## config.mk

```make
export PLATFORM = sky130hd
export DESIGN_NAME = key_candidate_scanner_flat
export DESIGN_NICKNAME = d
export VERILOG_FILES = /design/src/rtl/key_candidate_scanner_pkg.sv /design/src/rtl/key_candidate_scanner_if.sv /design/src/rtl/key_candidate_scanner_ct_compare.sv /design/src/rtl/key_candidate_scanner.sv /design/src/flat_wrapper.sv
export SDC_FILE = /design/constraint.sdc
export NUM_CORES = 1
export LEC_CHECK = 0
export CORE_AREA = 2 2 355 357
export DETAILED_ROUTE_END_ITERATION = 12
export DIE_AREA = 0 0 357 359
export PLACE_DENSITY_LB_ADDON = 0.25
export REMOVE_ABC_BUFFERS = 1
export SLEW_MARGIN = 20
export SYNTH_ARGS = -nofsm -noshare
export SYNTH_HDL_FRONTEND = slang
export SYNTH_SLANG_ARGS = --single-unit
```

## constraint.sdc

```tcl
create_clock -name clk -period 1.5 [get_ports clk]
set_input_delay 0.15 -clock clk [delete_from_list [all_inputs] [get_ports clk]]
set_output_delay 0.15 -clock clk [all_outputs]
set_load 0.01 [all_outputs]
```

## src/rtl/key_candidate_scanner_pkg.sv

```systemverilog
// Shared constants, payload types and scan FSM encoding for the key candidate scanner.
package key_candidate_scanner_pkg;

   localparam int unsigned DATA_W   = 128;
   localparam int unsigned SEL_W    = 4;
   localparam int unsigned NUM_CAND = 1 << SEL_W;

   typedef logic [DATA_W-1:0] block_t;
   typedef logic [SEL_W-1:0]  sel_t;
   typedef logic [SEL_W:0]    count_t;

   localparam sel_t LAST_SEL = sel_t'(NUM_CAND - 1);

   typedef enum logic [2:0] {
      S_IDLE    = 3'd0,
      S_SELECT  = 3'd1,
      S_ISSUE   = 3'd2,
      S_WAIT    = 3'd3,
      S_COMPARE = 3'd4,
      S_DONE    = 3'd5
   } scan_state_t;

endpackage

```

## src/rtl/key_candidate_scanner_if.sv

```systemverilog
// Scanner-side bundle: control/result, candidate mux and AES core handshake.
interface key_candidate_scanner_if;
   import key_candidate_scanner_pkg::*;

   logic   start;
   block_t plaintext;
   block_t target_ct;
   sel_t   mux_sel;
   block_t mux_data;
   logic   enc_valid;
   logic   enc_ready;
   block_t enc_key;
   block_t enc_pt;
   logic   enc_ct_valid;
   block_t enc_ct;
   logic   busy;
   logic   done;
   logic   found;
   sel_t   key_index;
   block_t key_out;
   count_t match_count;

   modport master (
      input  start, plaintext, target_ct, mux_data, enc_ready, enc_ct_valid, enc_ct,
      output mux_sel, enc_valid, enc_key, enc_pt, busy, done, found, key_index,
             key_out, match_count
   );

   modport slave (
      output start, plaintext, target_ct, mux_data, enc_ready, enc_ct_valid, enc_ct,
      input  mux_sel, enc_valid, enc_key, enc_pt, busy, done, found, key_index,
             key_out, match_count
   );

endinterface

```

## src/rtl/key_candidate_scanner_ct_compare.sv

```systemverilog
// Registered wide equality compare; result and strobe appear one cycle after valid_i.
module key_candidate_scanner_ct_compare
   import key_candidate_scanner_pkg::*;
(
   input  logic   clk,
   input  logic   rst_n,
   input  logic   valid_i,
   input  block_t a_i,
   input  block_t b_i,
   output logic   valid_o,
   output logic   match_o
);

   logic valid_q;
   logic match_q;

   always_ff @(posedge clk or negedge rst_n) begin
      if (!rst_n) begin
         valid_q <= 1'b0;
         match_q <= 1'b0;
      end else begin
         valid_q <= valid_i;
         match_q <= valid_i && (a_i == b_i);
      end
   end

   assign valid_o = valid_q;
   assign match_o = match_q;

endmodule

```

## src/rtl/key_candidate_scanner.sv

```systemverilog
// Walks all key candidates through the AES core and records the first match and match count.
module key_candidate_scanner
   import key_candidate_scanner_pkg::*;
(
   input  logic                   clk,
   input  logic                   rst_n,
   key_candidate_scanner_if.master scan_if
);

   scan_state_t state_q, state_d;
   sel_t        mux_sel_q, mux_sel_d;
   logic        enc_valid_q, enc_valid_d;
   block_t      enc_key_q, enc_key_d;
   block_t      pt_q, pt_d;
   block_t      tgt_q, tgt_d;
   logic        busy_q, busy_d;
   logic        done_q, done_d;
   logic        found_q, found_d;
   sel_t        key_index_q, key_index_d;
   block_t      key_out_q, key_out_d;
   count_t      match_count_q, match_count_d;

   logic        ct_hit_c;
   logic        cmp_valid;
   logic        cmp_match;

   // Result strobes are only honoured while waiting on the core.
   assign ct_hit_c = (state_q == S_WAIT) && scan_if.enc_ct_valid;

   key_candidate_scanner_ct_compare u_ct_compare (
      .clk     (clk),
      .rst_n   (rst_n),
      .valid_i (ct_hit_c),
      .a_i     (scan_if.enc_ct),
      .b_i     (tgt_q),
      .valid_o (cmp_valid),
      .match_o (cmp_match)
   );

   always_ff @(posedge clk or negedge rst_n) begin
      if (!rst_n) begin
         state_q       <= S_IDLE;
         mux_sel_q     <= '0;
         enc_valid_q   <= 1'b0;
         enc_key_q     <= '0;
         pt_q          <= '0;
         tgt_q         <= '0;
         busy_q        <= 1'b0;
         done_q        <= 1'b0;
         found_q       <= 1'b0;
         key_index_q   <= '0;
         key_out_q     <= '0;
         match_count_q <= '0;
      end else begin
         state_q       <= state_d;
         mux_sel_q     <= mux_sel_d;
         enc_valid_q   <= enc_valid_d;
         enc_key_q     <= enc_key_d;
         pt_q          <= pt_d;
         tgt_q         <= tgt_d;
         busy_q        <= busy_d;
         done_q        <= done_d;
         found_q       <= found_d;
         key_index_q   <= key_index_d;
         key_out_q     <= key_out_d;
         match_count_q <= match_count_d;
      end
   end

   always_comb begin
      state_d       = state_q;
      mux_sel_d     = mux_sel_q;
      enc_valid_d   = enc_valid_q;
      enc_key_d     = enc_key_q;
      pt_d          = pt_q;
      tgt_d         = tgt_q;
      busy_d        = busy_q;
      done_d        = 1'b0;
      found_d       = found_q;
      key_index_d   = key_index_q;
      key_out_d     = key_out_q;
      match_count_d = match_count_q;

      unique case (state_q)
         S_IDLE: begin
            if (scan_if.start) begin
               pt_d          = scan_if.plaintext;
               tgt_d         = scan_if.target_ct;
               mux_sel_d     = '0;
               found_d       = 1'b0;
               key_index_d   = '0;
               key_out_d     = '0;
               match_count_d = '0;
               busy_d        = 1'b1;
               state_d       = S_SELECT;
            end
         end
         S_SELECT: begin
            enc_key_d   = scan_if.mux_data;
            enc_valid_d = 1'b1;
            state_d     = S_ISSUE;
         end
         S_ISSUE: begin
            // enc_valid_q is high throughout this state, so ready alone completes the transfer.
            if (scan_if.enc_ready) begin
               enc_valid_d = 1'b0;
               state_d     = S_WAIT;
            end
         end
         S_WAIT: begin
            if (ct_hit_c) begin
               state_d = S_COMPARE;
            end
         end
         S_COMPARE: begin
            if (cmp_valid && cmp_match) begin
               match_count_d = match_count_q + count_t'(1);
               if (!found_q) begin
                  found_d     = 1'b1;
                  key_index_d = mux_sel_q;
                  key_out_d   = enc_key_q;
               end
            end
            if (mux_sel_q == LAST_SEL) begin
               done_d  = 1'b1;
               busy_d  = 1'b0;
               state_d = S_DONE;
            end else begin
               mux_sel_d = mux_sel_q + sel_t'(1);
               state_d   = S_SELECT;
            end
         end
         S_DONE: begin
            state_d = S_IDLE;
         end
         default: begin
            state_d = S_IDLE;
         end
      endcase
   end

   assign scan_if.mux_sel     = mux_sel_q;
   assign scan_if.enc_valid   = enc_valid_q;
   assign scan_if.enc_key     = enc_key_q;
   assign scan_if.enc_pt      = pt_q;
   assign scan_if.busy        = busy_q;
   assign scan_if.done        = done_q;
   assign scan_if.found       = found_q;
   assign scan_if.key_index   = key_index_q;
   assign scan_if.key_out     = key_out_q;
   assign scan_if.match_count = match_count_q;

endmodule

```

## src/flat_wrapper.sv

```systemverilog
// flat-port wrapper written by rule: the top's interface ports become plain ports
module key_candidate_scanner_flat import key_candidate_scanner_pkg::*;
  (clk, rst_n, scan_if_start, scan_if_plaintext, scan_if_target_ct, scan_if_mux_data, scan_if_enc_ready, scan_if_enc_ct_valid, scan_if_enc_ct, scan_if_mux_sel, scan_if_enc_valid, scan_if_enc_key, scan_if_enc_pt, scan_if_busy, scan_if_done, scan_if_found, scan_if_key_index, scan_if_key_out, scan_if_match_count);
  key_candidate_scanner_if scan_if_i ();
  input  logic clk;
  input  logic rst_n;
  input wire logic [$bits(scan_if_i.start)-1:0] scan_if_start;
  input wire logic [$bits(scan_if_i.plaintext)-1:0] scan_if_plaintext;
  input wire logic [$bits(scan_if_i.target_ct)-1:0] scan_if_target_ct;
  input wire logic [$bits(scan_if_i.mux_data)-1:0] scan_if_mux_data;
  input wire logic [$bits(scan_if_i.enc_ready)-1:0] scan_if_enc_ready;
  input wire logic [$bits(scan_if_i.enc_ct_valid)-1:0] scan_if_enc_ct_valid;
  input wire logic [$bits(scan_if_i.enc_ct)-1:0] scan_if_enc_ct;
  output wire logic [$bits(scan_if_i.mux_sel)-1:0] scan_if_mux_sel;
  output wire logic [$bits(scan_if_i.enc_valid)-1:0] scan_if_enc_valid;
  output wire logic [$bits(scan_if_i.enc_key)-1:0] scan_if_enc_key;
  output wire logic [$bits(scan_if_i.enc_pt)-1:0] scan_if_enc_pt;
  output wire logic [$bits(scan_if_i.busy)-1:0] scan_if_busy;
  output wire logic [$bits(scan_if_i.done)-1:0] scan_if_done;
  output wire logic [$bits(scan_if_i.found)-1:0] scan_if_found;
  output wire logic [$bits(scan_if_i.key_index)-1:0] scan_if_key_index;
  output wire logic [$bits(scan_if_i.key_out)-1:0] scan_if_key_out;
  output wire logic [$bits(scan_if_i.match_count)-1:0] scan_if_match_count;
  assign scan_if_i.start = scan_if_start;
  assign scan_if_i.plaintext = scan_if_plaintext;
  assign scan_if_i.target_ct = scan_if_target_ct;
  assign scan_if_i.mux_data = scan_if_mux_data;
  assign scan_if_i.enc_ready = scan_if_enc_ready;
  assign scan_if_i.enc_ct_valid = scan_if_enc_ct_valid;
  assign scan_if_i.enc_ct = scan_if_enc_ct;
  assign scan_if_mux_sel = scan_if_i.mux_sel;
  assign scan_if_enc_valid = scan_if_i.enc_valid;
  assign scan_if_enc_key = scan_if_i.enc_key;
  assign scan_if_enc_pt = scan_if_i.enc_pt;
  assign scan_if_busy = scan_if_i.busy;
  assign scan_if_done = scan_if_i.done;
  assign scan_if_found = scan_if_i.found;
  assign scan_if_key_index = scan_if_i.key_index;
  assign scan_if_key_out = scan_if_i.key_out;
  assign scan_if_match_count = scan_if_i.match_count;
  key_candidate_scanner u_core (.clk(clk), .rst_n(rst_n), .scan_if(scan_if_i));
endmodule
```

==> results.py, run 1 <==
metrics = {
    "global_routing": {
        "grt_pass1_vias": 21270,
        "antenna_found_initial": 49,
        "overflow": 0,
        "grt_pass1_wl_mm": 161.4,
        "track_usage_pct": 17.60,
        "grt_max_degree": 73,
    },
    "worst_setup_path": {
        "worstPathRequired_ns": 2.04,
        "path_common_cell": "nand4_1",
        "startpoint_type": "flop",
        "arrival_ns": 2.53,
        "path_cells": "xnor2_1, nand4_1, buf_4, nor4_4, nand4_1, nor4_2",
        "crit_cells": 6,
        "slowest_stage": "dfrtp_1",
        "crit_type": "reg -> reg",
        "endpoint_kind": "flop",
        "reg2reg_depth": 6,
        "cp_max_fo": 2,
        "critical_path.top_delay_family": "simple AND/OR/NAND/NOR gates",
        "worst-path-buf-inv": 1,
        "slowest_delay_ns": 0.39,
    },
    "power_and_ir_drop": {
        "pwr-share-seq_pct": 31.8,
        "p_clk_share_pct": 21.7,
        "p_switching_w": 0.02877,
        "p_leak_nw": 20.08,
        "p_sw_share_pct": 35.91,
        "intPower_w": 0.05135,
        "combPwrFrac_pct": 46.4,
        "powerDensity_mw_per_mm2": 1807,
        "vdd_drop_max_mv": 0.9229,
    },
    "sta": {
        "finalCriticalPeriod_ns": 1.986,
        "finClkSkew_ns": 0.03041,
        "finalCritPeriodShare_pct": 132.4,
        "relSlewSlack_pct": 57.82,
        "fin_ws_ns": -0.4863,
        "rsz0062_at_grt": "yes",
        "worst_pin_slew_ns": 0.6306,
        "hold_violations": 0,
        "slew_violations": 0,
        "finalSetupViolCount": 859,
        "max_freq_mhz": 503.5,
    },
    "floorplan": {
        "core_mm2": 0.1246,
        "die_area_mm2": 0.1282,
        "rows": 130,
        "io_pins": 918,
        "fp.dieW_um": 357,
        "start_util_pct": 17.46,
        "fp.dieH_um": 359,
    },
    "clock_tree": {
        "tritoncts": "built",
        "clock_latency_ns": 0.64,
        "cts.sinks": 534,
        "clock-root-buffer": "clkbuf_16",
        "clk_pin_slew_ns": 0.06,
        "clk_path_buf_depth": 3,
        "cts-buffers-inserted": 70,
        "htree_levels": 3,
    },
    "final_layout": {
        "drive_gt1_share_pct": 34.26,
        "final_common_cell": "clkdlybuf4s50_1",
        "layout_common_cells": "843 x clkdlybuf4s50_1, 603 x nand2_1, 513 x dfrtp_1, 311 x nand2_2, 134 x dlygate4sd3_1",
        "area_delta_synth_final_pct": 103.8,
        "stdcell_count": 5257,
        "design_area_mm2": 0.04434,
        "final_nets": 4054,
        "final.fill_count": 12550,
    },
    "drt": {
        "routed_wl_mm": 122.3,
        "via_per_inst": 4.057,
        "antenna_left": 0,
        "drc": 0,
        "drtIter0Drc": 1071,
        "wl_per_cell_um": 23.26,
        "vias": 21330,
        "drt-pass1-iter-count": 5,
    },
    "synthesis": {
        "ys_types": 32,
        "synth_area_mm2": 0.02175,
        "synth_warnings": 0,
        "synth-seq-cells": 534,
        "syn_inst": 2178,
        "postSynthAreaPerCell_um2": 9.988,
        "seq_area_frac_synth_pct": 61.43,
    },
    "status": {
        "outcome": "finished, violations left",
        "violations": "negative setup slack",
    },
    "placement": {
        "gp_congestion": 0.8323,
        "placed_cell_area_mm2": 0.03435,
        "io_buffer_count": 917,
        "place_hpwl_mm": 84.01,
        "place_inst": 4807,
    },
    "run": {
        "maxCapViolCount": 0,
    },
    "hold_path": {
        "worstHoldPathType": "in -> reg",
        "hold_depth": 3,
    },
}
==> cells in the mapped netlist (all sizes together) <==
| cell | instances | area share (%) |
|---|---|---|
| xor2 | 26 | 1.0 |
| nor3b | 1 | 0.058 |
| buf | 78 | 2.3 |
| mux2i | 2 | 0.092 |
| ha | 2 | 0.12 |
| nand3b | 1 | 0.035 |
| nand2 | 1043 | 18 |
| o21ai | 7 | 0.18 |
| and2 | 1 | 0.029 |
| a21oi | 1 | 0.023 |
| nand2b | 1 | 0.029 |
| nor2 | 4 | 0.069 |
| o31ai | 1 | 0.035 |
| dfrtp | 534 | 61 |
| nor2b | 2 | 0.058 |
| nand3 | 141 | 3.2 |
| o21a | 1 | 0.035 |
| o32ai | 1 | 0.040 |
| inv | 5 | 0.086 |
| mux2 | 129 | 6.7 |
| a211oi | 1 | 0.035 |
| and3 | 1 | 0.029 |
| nor4 | 12 | 0.35 |
| clkbuf | 41 | 0.71 |
| nor3 | 4 | 0.092 |
| xnor2 | 105 | 4.2 |
| nand4 | 32 | 0.92 |
| nor4b | 1 | 0.069 |
==> final timing paths <==
path | startpoint | to | slack, ns
worst max register to register | u_core.tgt_q[80] | u_core.u_ct_compare.match_o | -0.49
min in group asynchronous | rst_n | u_core.scan_if.enc_key[50] | 0.24
worst min-delay path | scan_if_plaintext[76] | u_core.scan_if.enc_pt[76] | 0.06
max in group asynchronous | rst_n | u_core.scan_if.match_count[2] | 0.18
worst max-delay path | u_core.tgt_q[80] | u_core.u_ct_compare.match_o | -0.49
worst min register to register | u_core.scan_if.enc_pt[26] | u_core.scan_if.enc_pt[26] | 0.46
==> per-layer routing <==
| layer | vias to the layer above | wire [µm] | part of all wire [%] | GRT usage, % |
|---|---|---|---|---|
| li1 | 9737 | - | - | - |
| met1 | 10590 | 48460 | 40 | 20.81 |
| met2 | 776 | 61030 | 50 | 30.22 |
| met3 | 200 | 9312 | 7.6 | 5.523 |
| met4 | 28 | 3272 | 2.7 | 5.380 |
| met5 | - | 191 | 0.16 | 0 |
==> metrics by stage <==
stage,setup WS [ns],TNS (ns),total power [W],util [%],hold slack [ns]
after floorplan,-9.833,-4332.97,0.03276,-,-0.1456
after global placement,-1.445,-160.43,0.05147,27.57,0.04592
after detailed placement,-1.401,-157.79,0.05156,27.57,0.04674
after CTS,-0.6862,-299.97,0.07484,32.72,0.0006062
after global routing,-0.6808,-328.96,0.08434,35.58,0.02416
final,-0.4863,-252.05,0.08013,35.59,0.05618
==> layout make-up <==
type	count	area, µm²	area share (%)
Inverter	5	18.77	0.04233
Clock buffer	102	2043	4.608
Multi-Input combinational cell	1520	10580	23.86
Clock inverter	25	334.1	0.7534
Timing Repair Buffer	1404	15870	35.78
Tap cell	1650	2064	4.656
Antenna cell	17	42.54	0.09594
Sequential cell	534	13390	30.20
==> logic make-up after synthesis <==
group	synth area share, %
muxes	6.770
DFF	61.43
buffers and inverters	3.094
adders and majority gates	0.1150
xor gates and xnor gates	5.274
and+or+nand+nor	22.97
AOI/OAI and AO/OA	0.3451
==> power by group through the flow <==
stage / registers (W) / clock network (W) / logic [W]
after global placement: 0.0249 / 0 / 0.0266
after detailed placement: 0.0248 / 0 / 0.0267
after floorplan: 0.0251 / 0 / 0.00763
after global routing: 0.0261 / 0.0185 / 0.0397
after CTS: 0.0247 / 0.0180 / 0.0322
final: 0.0255 / 0.0174 / 0.0372
==> registers in the layout, summed over array words and instances, names as in the netlist, 3 cells and up <==
name	cells
u_core.scan_if.enc_key	128
u_core.scan_if.enc_pt	128
u_core.scan_if.key_out	128
u_core.tgt_q	128
u_core.scan_if.match_count	5
u_core.scan_if.key_index	4
u_core.scan_if.mux_sel	4
u_core.state_q	3
==> timing repair <==
action,4_1_cts,5_1_grt
setup endpoints to repair,929,864
gates resized for setup,581,730
cloned,41,41
buffers inserted,80,37
endpoints found under the hold margin,656,0
hold buffers,134,0
pin swaps,163,436
==> tightest hold or removal path: stages <==
cell and delay, ns:
clkdlybuf4s50_1 0.39, nand2_1 0.05, nand2_1 0.04
Note: power is estimated with default switching activity, not from simulation.
==> run 2, diff against run 1 <==
SKIP_LAST_GASP = 1   (was not set)
==> run 2 against run 1 <==
  * The flow still finishes with violations (negative setup slack)
  * Sequential power about the same
  * Total power shrank 4.2%
  * Utilization shrank 1.2 points
  * Fmax decreased by 1.9%
  * Cell count fell by 0.48%
==> results.py, run 2 (same netlist as run 1, synthesis figures left out) <==
metrics = {
    "worst_setup_path": {
        "r2r-end": "u_core.u_ct_compare.match_o",
        "endpoint_kind": "flop",
        "reg2reg_depth": 6,
        "cp_max_fo": 2,
        "r2r_setup_slack_ns": -0.53,
        "regToRegStartpoint": "u_core.tgt_q[40]",
        "startpoint_type": "flop",
        "arrival_ns": 2.56,
        "worstPathRequired_ns": 2.04,
        "crit_type": "reg -> reg",
    },
    "final_layout": {
        "area_delta_synth_final_pct": 96.71,
        "drive_gt1_share_pct": 29.67,
        "multiInputGateArea_mm2": 0.009724,
        "regArea_mm2": 0.01339,
        "final_nets": 4030,
        "final.fill_count": 12710,
        "final_common_cell": "clkdlybuf4s50_1",
        "layout_common_cells": "843 x clkdlybuf4s50_1, 748 x nand2_1, 513 x dfrtp_1, 203 x nand2_2, 149 x buf_4",
        "stdcell_count": 5232,
        "final_util_pct": 34.34,
    },
    "clock_tree": {
        "tritoncts": "built",
        "clock_latency_ns": 0.63,
        "clock-root-buffer": "clkbuf_16",
        "cts-buffers-inserted": 70,
        "htree_levels": 3,
        "clk_pin_slew_ns": 0.06,
        "cts.sinks": 534,
        "clk_path_buf_depth": 3,
    },
    "sta": {
        "finClkSkew_ns": 0.02988,
        "relSlewSlack_pct": 58.52,
        "slew_violations": 0,
        "fin_ws_ns": -0.5251,
        "hold_violations": 0,
        "tns_ns": -240.77,
        "worst_pin_slew_ns": 0.6201,
        "holdWs_ns": 0.05663,
        "rsz0062_at_grt": "yes",
        "finalCriticalPeriod_ns": 2.025,
        "finalSetupViolCount": 859,
        "max_freq_mhz": 493.8,
        "finalCritPeriodShare_pct": 135.0,
    },
    "placement": {
        "place_inst": 4807,
        "gp_congestion": 0.8323,
        "place_hpwl_mm": 84.01,
        "io_buffer_count": 917,
    },
    "drt": {
        "wl_per_cell_um": 22.76,
        "drc": 0,
        "antenna_left": 0,
        "drt-pass1-iter-count": 5,
        "routed_wl_mm": 119.1,
        "drtIter0Drc": 1094,
        "vias": 20910,
        "via_per_inst": 3.996,
    },
    "global_routing": {
        "grt_pass1_wl_mm": 161.2,
        "grt_pass1_vias": 21250,
        "antenna_found_initial": 51,
        "grt_max_degree": 73,
        "track_usage_pct": 17.58,
        "overflow": 0,
    },
    "floorplan": {
        "core_mm2": 0.1246,
        "fp.dieH_um": 359,
        "io_pins": 918,
        "fp.dieW_um": 357,
        "start_util_pct": 17.46,
        "die_area_mm2": 0.1282,
        "rows": 130,
    },
    "hold_path": {
        "hold_depth": 3,
        "worstHoldPathType": "in -> reg",
        "min-delay-start": "scan_if_plaintext[5]",
        "holdPathEnd": "u_core.scan_if.enc_pt[5]",
    },
    "power_and_ir_drop": {
        "powerDensity_mw_per_mm2": 1794,
        "p_leak_nw": 19.27,
        "vdd_drop_max_mv": 0.9368,
    },
    "status": {
        "outcome": "finished, violations left",
        "violations": "negative setup slack",
    },
    "run": {
        "maxCapViolCount": 0,
    },
}
## run 2: cell count changes in the layout (fill, tap and decap cells not counted), moves of 7 or more
| cell | delta |
|---|---|
| buf_8 | -13 |
| buf_16 | -7 |
| buf_6 | -13 |
| mux2_2 | +80 |
| mux2_4 | -80 |
| buf_4 | +22 |
| clkbuf_16 | -17 |
| nand2_2 | -108 |
| nand2_1 | +145 |
| nand2_4 | -37 |
## run 2: cell type report
type	count	share of cell area (%)
repair buffers	1380	35.47
flip-flops and latches	534	31.29
multi-input cells	1520	22.73
well taps	1650	4.825
clock buffers	102	4.775
clock inverters	25	0.7807
diodes	16	0.09357
inverters	5	0.04386
## run 2: layer usage
layer,vias to the layer above,part of all wire [%],global-route usage (%)
met5,-,0.17,0
met4,30,2.5,5.141
met3,200,7.6,5.533
met2,747,50,30.33
met1,10240,40,20.76
li1,9690,-,-
## run 2: worst max-delay path by stage
stage	startpoint	end	slack, ns	depth (start not counted)
6_report	u_core.tgt_q[40]	u_core.u_ct_compare.match_o	-0.53	6
4_1_cts	u_core.tgt_q[80]	u_core.u_ct_compare.match_o	-0.69	6
3_5_place_dp	scan_if_enc_ct[77]	u_core.u_ct_compare.match_o	-1.40	8
2_1_floorplan	u_core.state_q[1]	u_core.scan_if.match_count[2]	-9.83	4
5_1_grt	u_core.tgt_q[40]	u_core.u_ct_compare.match_o	-0.70	6
3_3_place_gp	scan_if_enc_ct[77]	u_core.u_ct_compare.match_o	-1.44	8
## run 2: through the flow
stage               area, µm²  worst slack, ns  power [W]
floorplan               21100           -9.833    0.03276
detailed placement      34350           -1.401    0.05156
finish                  42790          -0.5251    0.07678
global placement        34350           -1.445    0.05147
CTS                     40650          -0.6862    0.07454
global route            42780          -0.7028    0.08102
## run 2: critical path, cell delays in order, from the launching register on
cell and delay [ns]:
dfrtp_1 0.39, xnor2_1 0.17, nand4_1 0.24, buf_4 0.23, nor4_4 0.35, nand4_1 0.30, nor4_2 0.23
## run 2: what timing repair did
action / in CTS / in global routing
hold buffers: 134 / 0
buffers inserted: 80 / 29
endpoints found under the hold margin: 656 / 0
gates cloned: 41 / 21
setup endpoints to repair: 929 / 864
gates resized for setup: 552 / 437
pin swaps: 132 / 279
## run 2: power by group
group	leakage [nW]	switching [W]	total [W]	internal [W]
logic	11.4	0.0150	0.0342	0.0192
clock network	1.14	0.00728	0.0174	0.0101
registers	6.75	0.00514	0.0252	0.0201
total	19.3	0.0274	0.0768	0.0493
